### config.mk
export PLATFORM = sky130hd
export DESIGN_NAME = muldiv_unit
export DESIGN_NICKNAME = d
export VERILOG_FILES = /design/src/rtl/muldiv_unit_pkg.sv /design/src/rtl/muldiv_unit.sv
export SDC_FILE = /design/constraint.sdc
export NUM_CORES = 1
export LEC_CHECK = 0
export BUFFER_PORTS_ARGS = -buffer_cell sky130_fd_sc_hd__buf_2
export CAP_MARGIN = 20
export CORE_MARGIN = 5
export CORE_UTILIZATION = 60
export CTS_BUF_LIST = sky130_fd_sc_hd__clkbuf_16
export DETAILED_ROUTE_END_ITERATION = 16
export PLACE_DENSITY = 0.79
export SLEW_MARGIN = 20
export SYNTH_ARGS = -nofsm -noshare
export SYNTH_HDL_FRONTEND = slang
export SYNTH_SLANG_ARGS = --single-unit
### constraint.sdc
create_clock -name clk -period 3.8 [get_ports clk]
set_clock_uncertainty 0.05 [all_clocks]
set_input_delay 0.38 -clock clk [delete_from_list [all_inputs] [get_ports clk]]
set_output_delay 0.38 -clock clk [all_outputs]
set_load 0.01 [all_outputs]
### src/rtl/muldiv_unit_pkg.sv
// Package for the RV32M multiply/divide unit.
// Holds the default widths, the RV32M instruction constants (opcode, funct7,
// funct3 encodings) and the operand signedness rules shared by the unit.
package muldiv_unit_pkg;

  localparam int XLEN_DEF    = 32;
  localparam int RADDR_W_DEF = 5;

  localparam logic [6:0] OPCODE_OP     = 7'b0110011;
  localparam logic [6:0] FUNCT7_MULDIV = 7'b0000001;

  typedef enum logic [2:0] {
    F3_MUL    = 3'b000,
    F3_MULH   = 3'b001,
    F3_MULHSU = 3'b010,
    F3_MULHU  = 3'b011,
    F3_DIV    = 3'b100,
    F3_DIVU   = 3'b101,
    F3_REM    = 3'b110,
    F3_REMU   = 3'b111
  } muldiv_op_e;

  // rs1 is signed for MUL, MULH, MULHSU, DIV and REM.
  function automatic logic op_a_signed(input logic [2:0] f3);
    return (f3 == F3_MUL) || (f3 == F3_MULH) || (f3 == F3_MULHSU) ||
           (f3 == F3_DIV) || (f3 == F3_REM);
  endfunction

  // rs2 is signed for MUL, MULH, DIV and REM.
  function automatic logic op_b_signed(input logic [2:0] f3);
    return (f3 == F3_MUL) || (f3 == F3_MULH) ||
           (f3 == F3_DIV) || (f3 == F3_REM);
  endfunction

endpackage

### src/rtl/muldiv_unit.sv
// Iterative RV32M multiply/divide unit.
// Accepts one operation when idle, runs XLEN shift-add (multiply) or
// restoring (divide) steps, then presents the result on the register-file
// write port for exactly one cycle.
// Ports:
//   clk, rst_n      clock, asynchronous active-low reset
//   start           request, accepted only while busy=0
//   funct3          RV32M operation select
//   rd              destination register
//   op_a, op_b      rs1 / rs2 values
//   busy            high from the accept edge until the DONE cycle ends
//   done            one-cycle completion pulse
//   waddr, wdata    register-file write address / data (hold between ops)
//   we              register-file write enable, never asserted for rd=0
module muldiv_unit
  import muldiv_unit_pkg::*;
#(
  parameter int XLEN    = XLEN_DEF,
  parameter int RADDR_W = RADDR_W_DEF
) (
  input  logic               clk,
  input  logic               rst_n,
  input  logic               start,
  input  logic [2:0]         funct3,
  input  logic [RADDR_W-1:0] rd,
  input  logic [XLEN-1:0]    op_a,
  input  logic [XLEN-1:0]    op_b,
  output logic               busy,
  output logic               done,
  output logic [RADDR_W-1:0] waddr,
  output logic [XLEN-1:0]    wdata,
  output logic               we
);

  localparam int CNT_W = $clog2(XLEN);

  localparam logic [1:0] S_IDLE = 2'd0;
  localparam logic [1:0] S_CALC = 2'd1;
  localparam logic [1:0] S_DONE = 2'd2;

  localparam logic [XLEN-1:0] INT_MIN = {1'b1, {(XLEN-1){1'b0}}};

  logic [1:0]         state;
  logic [CNT_W-1:0]   cnt;
  logic [2:0]         fn_q;
  logic [RADDR_W-1:0] rd_q;
  logic [XLEN-1:0]    mag_a;     // multiplicand magnitude
  logic [XLEN-1:0]    mag_b;     // divisor magnitude
  logic               neg_main;  // negate product / quotient in DONE
  logic               neg_rem;   // negate remainder in DONE
  // Multiply: full product, multiplier bits consumed from bit 0.
  // Divide: low half holds dividend shifting out / quotient shifting in.
  logic [2*XLEN-1:0]  acc;
  logic [XLEN:0]      rem;
  logic [RADDR_W-1:0] waddr_q;
  logic [XLEN-1:0]    wdata_q;

  // Accept-time operand decode.
  logic            sa, sb, is_div, div_zero, div_ovf, special;
  logic [XLEN-1:0] abs_a, abs_b;

  assign is_div   = funct3[2];
  assign sa       = op_a_signed(funct3) & op_a[XLEN-1];
  assign sb       = op_b_signed(funct3) & op_b[XLEN-1];
  assign abs_a    = sa ? (XLEN'(0) - op_a) : op_a;
  assign abs_b    = sb ? (XLEN'(0) - op_b) : op_b;
  assign div_zero = is_div && (op_b == '0);
  assign div_ovf  = is_div && op_b_signed(funct3) && (op_a == INT_MIN) && (op_b == '1);
  assign special  = div_zero || div_ovf;

  // One iteration step for each algorithm.
  logic [XLEN:0]     mul_sum;
  logic [2*XLEN-1:0] mul_next;
  logic [XLEN:0]     div_shift;
  logic              div_ge;
  logic [XLEN:0]     div_rem_next;

  assign mul_sum      = {1'b0, acc[2*XLEN-1:XLEN]} + (acc[0] ? {1'b0, mag_a} : '0);
  assign mul_next     = {mul_sum, acc[XLEN-1:1]};
  assign div_shift    = {rem[XLEN-1:0], acc[XLEN-1]};
  assign div_ge       = div_shift >= {1'b0, mag_b};
  assign div_rem_next = div_ge ? (div_shift - {1'b0, mag_b}) : div_shift;

  // Sign correction and result selection for the DONE cycle.
  logic [2*XLEN-1:0] prod_fix;
  logic [XLEN-1:0]   quo_fix, rem_fix, result;

  assign prod_fix = neg_main ? ((2*XLEN)'(0) - acc) : acc;
  assign quo_fix  = neg_main ? (XLEN'(0) - acc[XLEN-1:0]) : acc[XLEN-1:0];
  assign rem_fix  = neg_rem  ? (XLEN'(0) - rem[XLEN-1:0]) : rem[XLEN-1:0];

  // NOTE: every always_comb output gets a default first so no path can infer a latch.
  always_comb begin
    result = prod_fix[XLEN-1:0];
    case (fn_q)
      F3_MULH, F3_MULHSU, F3_MULHU: result = prod_fix[2*XLEN-1:XLEN];
      F3_DIV, F3_DIVU:              result = quo_fix;
      F3_REM, F3_REMU:              result = rem_fix;
      default:                      result = prod_fix[XLEN-1:0];
    endcase
  end

  // NOTE: all state, including the operand registers, is cleared by reset so an aborted op leaves nothing behind.
  // NOTE: sequential state uses non-blocking assignments only.
  always_ff @(posedge clk or negedge rst_n) begin
    if (!rst_n) begin
      state    <= S_IDLE;
      cnt      <= '0;
      fn_q     <= '0;
      rd_q     <= '0;
      mag_a    <= '0;
      mag_b    <= '0;
      neg_main <= 1'b0;
      neg_rem  <= 1'b0;
      acc      <= '0;
      rem      <= '0;
      waddr_q  <= '0;
      wdata_q  <= '0;
    end else begin
      case (state)
        S_IDLE: begin
          if (start) begin
            fn_q  <= funct3;
            rd_q  <= rd;
            mag_a <= abs_a;
            mag_b <= abs_b;
            cnt   <= CNT_W'(XLEN-1);
            if (special) begin
              // Result is fixed at accept; DONE applies no sign correction.
              state    <= S_DONE;
              neg_main <= 1'b0;
              neg_rem  <= 1'b0;
              acc      <= {{XLEN{1'b0}}, (div_zero ? {XLEN{1'b1}} : op_a)};
              rem      <= {1'b0, (div_zero ? op_a : {XLEN{1'b0}})};
            end else begin
              state    <= S_CALC;
              neg_main <= sa ^ sb;
              neg_rem  <= sa;
              acc      <= {{XLEN{1'b0}}, (is_div ? abs_a : abs_b)};
              rem      <= '0;
            end
          end
        end
        S_CALC: begin
          if (fn_q[2]) begin
            rem             <= div_rem_next;
            acc[XLEN-1:0]   <= {acc[XLEN-2:0], div_ge};
          end else begin
            acc <= mul_next;
          end
          cnt <= cnt - 1'b1;
          if (cnt == '0) state <= S_DONE;
        end
        S_DONE: begin
          waddr_q <= rd_q;
          wdata_q <= result;
          state   <= S_IDLE;
        end
        default: state <= S_IDLE;
      endcase
    end
  end

  assign busy  = (state != S_IDLE);
  assign done  = (state == S_DONE);
  assign we    = done && (rd_q != '0);
  assign waddr = done ? rd_q : waddr_q;
  assign wdata = done ? result : wdata_q;

endmodule

==> run summary, run 1 <==
==================================================================================
TritonCTS clock tree                                                         built
RSZ-0062 raised after global routing                                          true
Number of synthesis warnings                                                     0
Core Area                                                              27900 sq um
Maximum resistive drop on vdd                                             0.580 mV
Top-Level Pins                                                                 115
Highest metal layer used by the detailed router                               met4
Power per unit of standard cell area                                  1010 nW/um^2
Routed via count divided by cell count                                        6.56
Library cell used as clock root buffer                                   clkbuf_16
Area of the die                                                        31700 sq um
First DRT Iteration DRCs                                                      2436
Share of synthesized flip-flops with an asynchronous set or reset             1.00
Final Hold Vio Count                                                             0
Crit share post-route                                                         1.12
Cell type contributing the most total cell area after synthesis            dfrtp_1
Arrival time at the worst endpoint                                         3840 ps
Vias after detailed routing                                                  17500
H-tree level count                                                               1
Number of standard cells after synthesis                                      2107
Result of the run                                                     complete, but fails checks
Achievable Freq                                                            234 MHz
Remaining number of nets flagged by the antenna check after routing              0
Number of nets in the synthesized netlist                                     2255
Final slew viol count                                                            0
Element type at the critical path end                                  output port
Vertical extent of the die                                                  178 um
Post-layout net count                                                         2423
Ratio of cells with drive above 1 in the final layout                        0.168
Dominant synthesized flop cell                                             dfrtp_1
Worst hold slack                                                           66.7 ps
First-pass GRT wire length                                                93500 um
Worst slew pin tran                                                         921 ps
Aggregate global-route resource usage                                        0.374
Post-synthesis cell area                                               16900 sq um
Count of different cell masters after synthesis                                 71
Required arrival time at the worst endpoint                                3370 ps
Worst min path class                                                     in -> reg
Setup crit start kind                                                     register
Relative slew margins                                                        0.386
Pre-CTS setup slack                                                       -9.45 ps
Final wirelength                                                          60300 um
RePlAce Congestion                                                            1.04
Routed length per placed instance                                          22.5 um
Port Buffers                                                                   114
Number of clock buffers inserted by TritonCTS                                   26
Initial Util                                                                 0.608
Area grow syn2layout                                                         16.9%
Sum of routed wire segments on met1                                       24500 um
Number of antenna violations at the first check in global routing                3
Routed wire length on met2                                                26800 um
Synthesized area per cell                                               8.03 sq um
Met3 wirelength from detailed routing                                      6030 um
Worst setup path category                                               reg -> out
Share of synthesized area occupied by flip-flops and latches                 0.316
Largest fanout of any net on the critical path                                   2
Fraction of synthesized cell area taken by the top area cell type            0.316
Number of register bits inferred by synthesis                                  214
Detailed Routing Iterations Pass 1                                               7
Number of setup violations in the final report                                  28
Remaining routing DRC violations                                                 0
Die span in x                                                               178 um
Maximum number of pins on one net before global-route repair                   106
Setup WS post-layout                                                       -468 ps
Failing checks                                                        setup timing
CTS clock-pin slew for the worst setup and hold paths                        60 ps
Number of core rows                                                             61
Later-pin clock latency in the skew report                                  540 ps
Static leakage                                                             8.63 nW
Vias in the first global route                                               16500
Remaining global-route overflow                                                  0
EDFF count, synth                                                                0
HPWL after detailed placement                                             46300 um
Clock Tree Buf Depth                                                             3
Top post-synthesis cells by area                                      dfrtp_1 32%, nand2_1 6.5%, o21ai_0 6.3%
Min Tclk post-route                                                        4270 ps
Count of maximum capacitance violations                                          0
CTS Sinks                                                                      214
==================================================================================
==> metal layers <==
| metal | track usage | vias to the layer above |
|---|---|---|
| li1 | - | 8015 |
| met1 | 0.517 | 8320 |
| met2 | 0.595 | 1011 |
| met3 | 0.0548 | 193 |
| met4 | 0.148 | 0 |
| met5 | 0 | - |
==> placed cells by master, fill, tap and decap left out, types with 9 or more instances in the layout <==
cell / synthesis / final
xor2_1: 74 / 74
dfrtp_1: 214 / 210
nand2b_1: 26 / 24
or4_4: 4 / 12
a31oi_1: 35 / 35
o22ai_1: 16 / 14
nand2_1: 291 / 286
mux2_2: 11 / 11
a21oi_1: 149 / 145
a222oi_1: 16 / 16
clkbuf_16: 0 / 27
o41ai_1: 20 / 18
o31ai_1: 44 / 37
o21bai_1: 12 / 12
o31a_1: 11 / 11
o21ai_0: 212 / 205
ha_1: 71 / 71
nor2_1: 123 / 119
or3_1: 26 / 23
nand4_1: 29 / 29
xnor2_1: 119 / 117
o211ai_1: 9 / 9
nor4_1: 12 / 10
nor3_1: 45 / 43
buf_2: 0 / 113
a211oi_1: 23 / 23
mux2i_1: 51 / 51
buf_4: 0 / 144
inv_1: 64 / 73
a21o_1: 27 / 27
nand3_1: 40 / 39
and2_1: 47 / 47
a311oi_1: 9 / 9
o21ai_1: 8 / 11
o221ai_1: 18 / 18
==> worst paths after layout <==
check                                   endpoint  cells past startpoint                  from  slack, ps
max                                    wdata[29]                     11   acc[50]$_DFFE_PN0P_       -470
min                          fn_q[1]$_DFFE_PN0P_                      3             funct3[1]         70
max reg2reg                  acc[58]$_DFFE_PN0P_                     13    acc[0]$_DFFE_PN0P_        110
min reg2reg                 waddr_q[2]$_DFF_PN0_                      2  waddr_q[2]$_DFF_PN0_        420
max in group asynchronous  mag_b[22]$_DFFE_PN0P_                      3                 rst_n       2350
min in group asynchronous    acc[34]$_DFFE_PN0P_                      2                 rst_n        450
==> synthesized netlist by cell type, types with 9 or more instances <==
library cell,count
a211oi_1,23
a21o_1,27
a21oi_1,149
a222oi_1,16
a311oi_1,9
a31oi_1,35
and2_1,47
buf_1,9
clkbuf_1,120
dfrtp_1,214
ha_1,71
inv_1,64
mux2_2,11
mux2i_1,51
nand2_1,291
nand2b_1,26
nand3_1,40
nand4_1,29
nor2_1,123
nor2b_1,9
nor3_1,45
nor4_1,12
o211ai_1,9
o21ai_0,212
o21bai_1,12
o221ai_1,18
o22ai_1,16
o31a_1,11
o31ai_1,44
o41ai_1,20
or2_2,9
or3_1,26
or4_1,15
xnor2_1,119
xor2_1,74
==> final cells by class <==
cell class / count / area (sq um)
Multi-Input combinational cell: 1700 / 11200
Fill cell: 2246 / 8080
Sequential cell: 214 / 5360
Timing Repair Buffer: 269 / 1800
Clock buffer: 27 / 676
Tap cell: 378 / 473
Inverter: 64 / 240
Clock inverter: 17 / 68.8
Antenna cell: 3 / 7.51
==> state kept, by name, summed over array words and instances, names as in the netlist <==
signal	cells
state	2
cnt	5
mag_a	32
mag_b	32
waddr_q	5
fn_q	3
acc	64
rem	32
rd_q	5
neg_rem	1
wdata_q	32
neg_main	1
==> stage by stage <==
stage	total power, mW	setup TNS [ps]	cells	cell area (sq um)	utilization
after CTS	19.5	-7780	2662	19600	0.703
after detailed placement	17.0	-9.45	2608	18600	0.667
after global placement	16.7	0	2608	18600	0.667
after global routing	21.3	-10270	2672	19800	0.710
final	20.0	-6480	2672	19800	0.710
after floorplan	12.9	0	2107	16900	-
==> repair_timing <==
action                                  CTS  global route
hold buffers                              6             0
endpoints found under the setup margin   28            32
hold endpoints to repair                105             0
gates resized for setup                  38            27
buffers inserted                          4             7
pin swaps                                20            22
==> cells by family after synthesis <==
| kind of cell | after synthesis | synth area share |
|---|---|---|
| AO/OA/AOI/OAI | 666 | 0.248 |
| AND/OR/NAND/NOR | 706 | 0.200 |
| adder cells (fa/ha/maj) | 73 | 0.0548 |
| buffers and inverters | 193 | 0.0428 |
| XOR/XNOR | 193 | 0.0999 |
| flip-flops | 214 | 0.316 |
| multiplexers | 62 | 0.0375 |
==> power breakdown <==
group          internal [mW]  switching (mW)  total, mW
combinational           5.60            7.72       13.3
sequential              3.29            1.11       4.41
clock                   1.26           0.983       2.24
==> critical path, cell delays in order, from the launching register on <==
cell and delay (ps):
dfrtp_1 380, or3_4 390, or4_4 440, or4_4 440
or4_4 440, buf_4 150, buf_6 110, o31ai_4 180
xnor2_1 130, a221oi_2 340, a21oi_2 130, buf_2 150
Power figures use the tool's default switching activity.
==> run 2: changes to the inputs <==
--- a/config.mk
+++ b/config.mk
@@ -11,6 +11,7 @@
 export CORE_UTILIZATION = 60
 export CTS_BUF_LIST = sky130_fd_sc_hd__clkbuf_16
 export DETAILED_ROUTE_END_ITERATION = 16
+export MAX_ROUTING_LAYER = met4
 export PLACE_DENSITY = 0.79
 export SLEW_MARGIN = 20
 export SYNTH_ARGS = -nofsm -noshare
==> run summary, run 2 (same netlist as run 1, synthesis figures left out) <==
=====================================================================================
Termination of the worst setup path                                         wdata[30]
Worst slew pin tran                                                            935 ps   +14.0 ps
Top-Level Pins                                                                    115   unchanged
Routed length per placed instance                                             23.0 um   +2.0%
Number of core rows                                                                61   unchanged
Detailed Routing Iterations Pass 1                                                  9   +2
Setup slack on the worst flop-to-flop path                                      40 ps   -70 ps
Number of clock buffers inserted by TritonCTS                                      26   unchanged
Final slew viol count                                                               0   unchanged
Relative slew margins                                                           0.376   -0.00935
Maximum number of pins on one net before global-route repair                      179   +69%
Maximum resistive drop on vdd                                                0.764 mV   +32%
Core Area                                                                 27900 sq um   unchanged
Worst min path class                                                        in -> reg
Static leakage                                                                8.82 nW   +2.3%
Port Buffers                                                                      114   unchanged
Required arrival time at the worst endpoint                                   3370 ps   about the same
RSZ-0062 raised after global routing                                             true
Top library cells by usage in the layout, fill and taps aside            287 x nand2_1, 210 x dfrtp_1, 202 x o21ai_0
CTS clock-pin slew for the worst setup and hold paths                           60 ps   about the same
Die span in x                                                                  178 um   unchanged
Number of setup violations in the final report                                     28   unchanged
CTS Sinks                                                                         214   unchanged
Result of the run                                                        complete, but fails checks
H-tree level count                                                                  1   unchanged
Ratio of cells with drive above 1 in the final layout                           0.185   +0.0172
Placed standard-cell area                                                 18600 sq um   +0.27%
End of the worst register-to-register path                               wdata_q[30]$_DFF_PN0_
Most frequent standard cell in the layout excluding fill and tap cells        nand2_1
Remaining global-route overflow                                                     0   unchanged
RePlAce Congestion                                                               1.03   -1.2%
Fin area                                                                  20200 sq um   +2.2%
Crit share post-route                                                            1.16   +0.0350
Post-layout net count                                                            2445   +0.91%
Aggregate global-route resource usage                                           0.396   +0.0212
Routed via count divided by cell count                                           6.55   -0.18%
Element type at the critical path end                                     output port
Power per unit of standard cell area                                     1020 nW/um^2   +1.4%
Start point of the critical path                                         acc[50]$_DFFE_PN0P_
Setup WS post-layout                                                          -601 ps   -133 ps
Library cell used as clock root buffer                                      clkbuf_16
Arrival time at the worst endpoint                                            3970 ps   +130 ps
Initial Util                                                                    0.608   unchanged
Count of maximum capacitance violations                                             0   unchanged
Worst reg2reg path startpoint                                            acc[50]$_DFFE_PN0P_
Reg2reg path depth                                                                 12   -1
Top reg by flops                                                                  acc
Flip-flop count of the largest register after layout                               64   unchanged
Setup crit start kind                                                        register
Remaining number of nets flagged by the antenna check after routing                 0   unchanged
First DRT Iteration DRCs                                                         2256   -7.4%
Tot Pwr                                                                       20.7 mW   +3.6%
Final wirelength                                                             62000 um   +2.9%
Final Hold Vio Count                                                                0   unchanged
Area of the die                                                           31700 sq um   unchanged
HPWL after detailed placement                                                46800 um   +1.0%
Remaining routing DRC violations                                                    0   unchanged
Clock Tree Buf Depth                                                                3   unchanged
Vias after detailed routing                                                     17700   +0.76%
Number of antenna violations at the first check in global routing                   3   unchanged
Vias in the first global route                                                  16800   +1.8%
Achievable Freq                                                               227 MHz   -3.0%
Vertical extent of the die                                                     178 um   unchanged
Later-pin clock latency in the skew report                                     560 ps   +20 ps
TritonCTS clock tree                                                            built
Largest fanout of any net on the critical path                                      2   unchanged
First-pass GRT wire length                                                   95800 um   +2.4%
Failing checks                                                           setup timing
Area grow syn2layout                                                            19.4%
Worst setup path category                                                  reg -> out
Min Tclk post-route                                                           4400 ps   +133 ps
=====================================================================================
-- run 2: cell types whose count changed in the layout (fill, tap and decap cells not counted), sizes merged --
cell | before | now
inv | 73 | 69
clkinv | 7 | 10
clkinvlp | 1 | 2
clkbuf | 27 | 26
bufinv | 0 | 4
buf | 263 | 285
-- run 2: per-layer routing --
metal / share of wire / vias to the layer above / GRT usage
met3: 0.095 / 197 / 0.0518
met4: 0.047 / 0 / 0.150
met2: 0.46 / 1052 / 0.622
li1: - / 8040 / -
met5: 0 / - / -
met1: 0.40 / 8383 / 0.525
-- run 2: stage by stage --
step	setup TNS (ps)	std cells	hold slack, ps	utilization	worst slack, ps
after detailed placement	0	2613	406	0.669	36.8
after CTS	-5970	2691	60.2	0.718	-493
after global placement	0	2613	402	0.669	62.7
after floorplan	0	2107	34.4	-	211
after global routing	-11030	2697	85.5	0.725	-625
final	-8040	2697	68.3	0.725	-601
-- run 2: power breakdown --
part           leakage, nW  switching (mW)  internal (mW)
logic                 5.72            7.91           5.73
clock network        0.431            1.06           1.52
registers             2.68            1.16           3.29
-- run 2: worst min path at each step --
stage                         start                    to  slack [ps]  cells after the start
2_1_floorplan                 rst_n    acc[0]$_DFFE_PN0P_          30                      0
3_3_place_gp   waddr_q[2]$_DFF_PN0_  waddr_q[2]$_DFF_PN0_         400                      2
3_5_place_dp   waddr_q[3]$_DFF_PN0_  waddr_q[3]$_DFF_PN0_         410                      2
4_1_cts                       start  state[1]$_DFFE_PN0P_          60                      3
5_1_grt                   funct3[1]   fn_q[1]$_DFFE_PN0P_          90                      3
6_report                      start  state[1]$_DFFE_PN0P_          70                      3
-- run 2: layout make-up --
cell class	instances	area (sq um)
Antenna cell	3	7.51
Clock buffer	26	651
Clock inverter	21	221
Fill cell	2173	7650
Inverter	64	240
Multi-Input combinational cell	1700	11300
Sequential cell	214	5360
Tap cell	378	473
Timing Repair Buffer	291	2000
-- run 2: critical path, stage by stage (launching register included) --
cell and delay (ps):
dfrtp_1 370, or3_4 400, or4_4 430, or4_4 430
or4_4 430, or3_4 370, o21ai_4 170, xnor2_2 100
a222oi_1 400, o21ai_1 140, buf_2 170
-- run 2: what timing repair did --
action,in CTS,in global routing
gates resized for setup,57,40
endpoints found under the hold margin,96,0
setup buffers,25,14
hold buffers,6,0
pin swaps,20,20
endpoints found under the setup margin,30,37
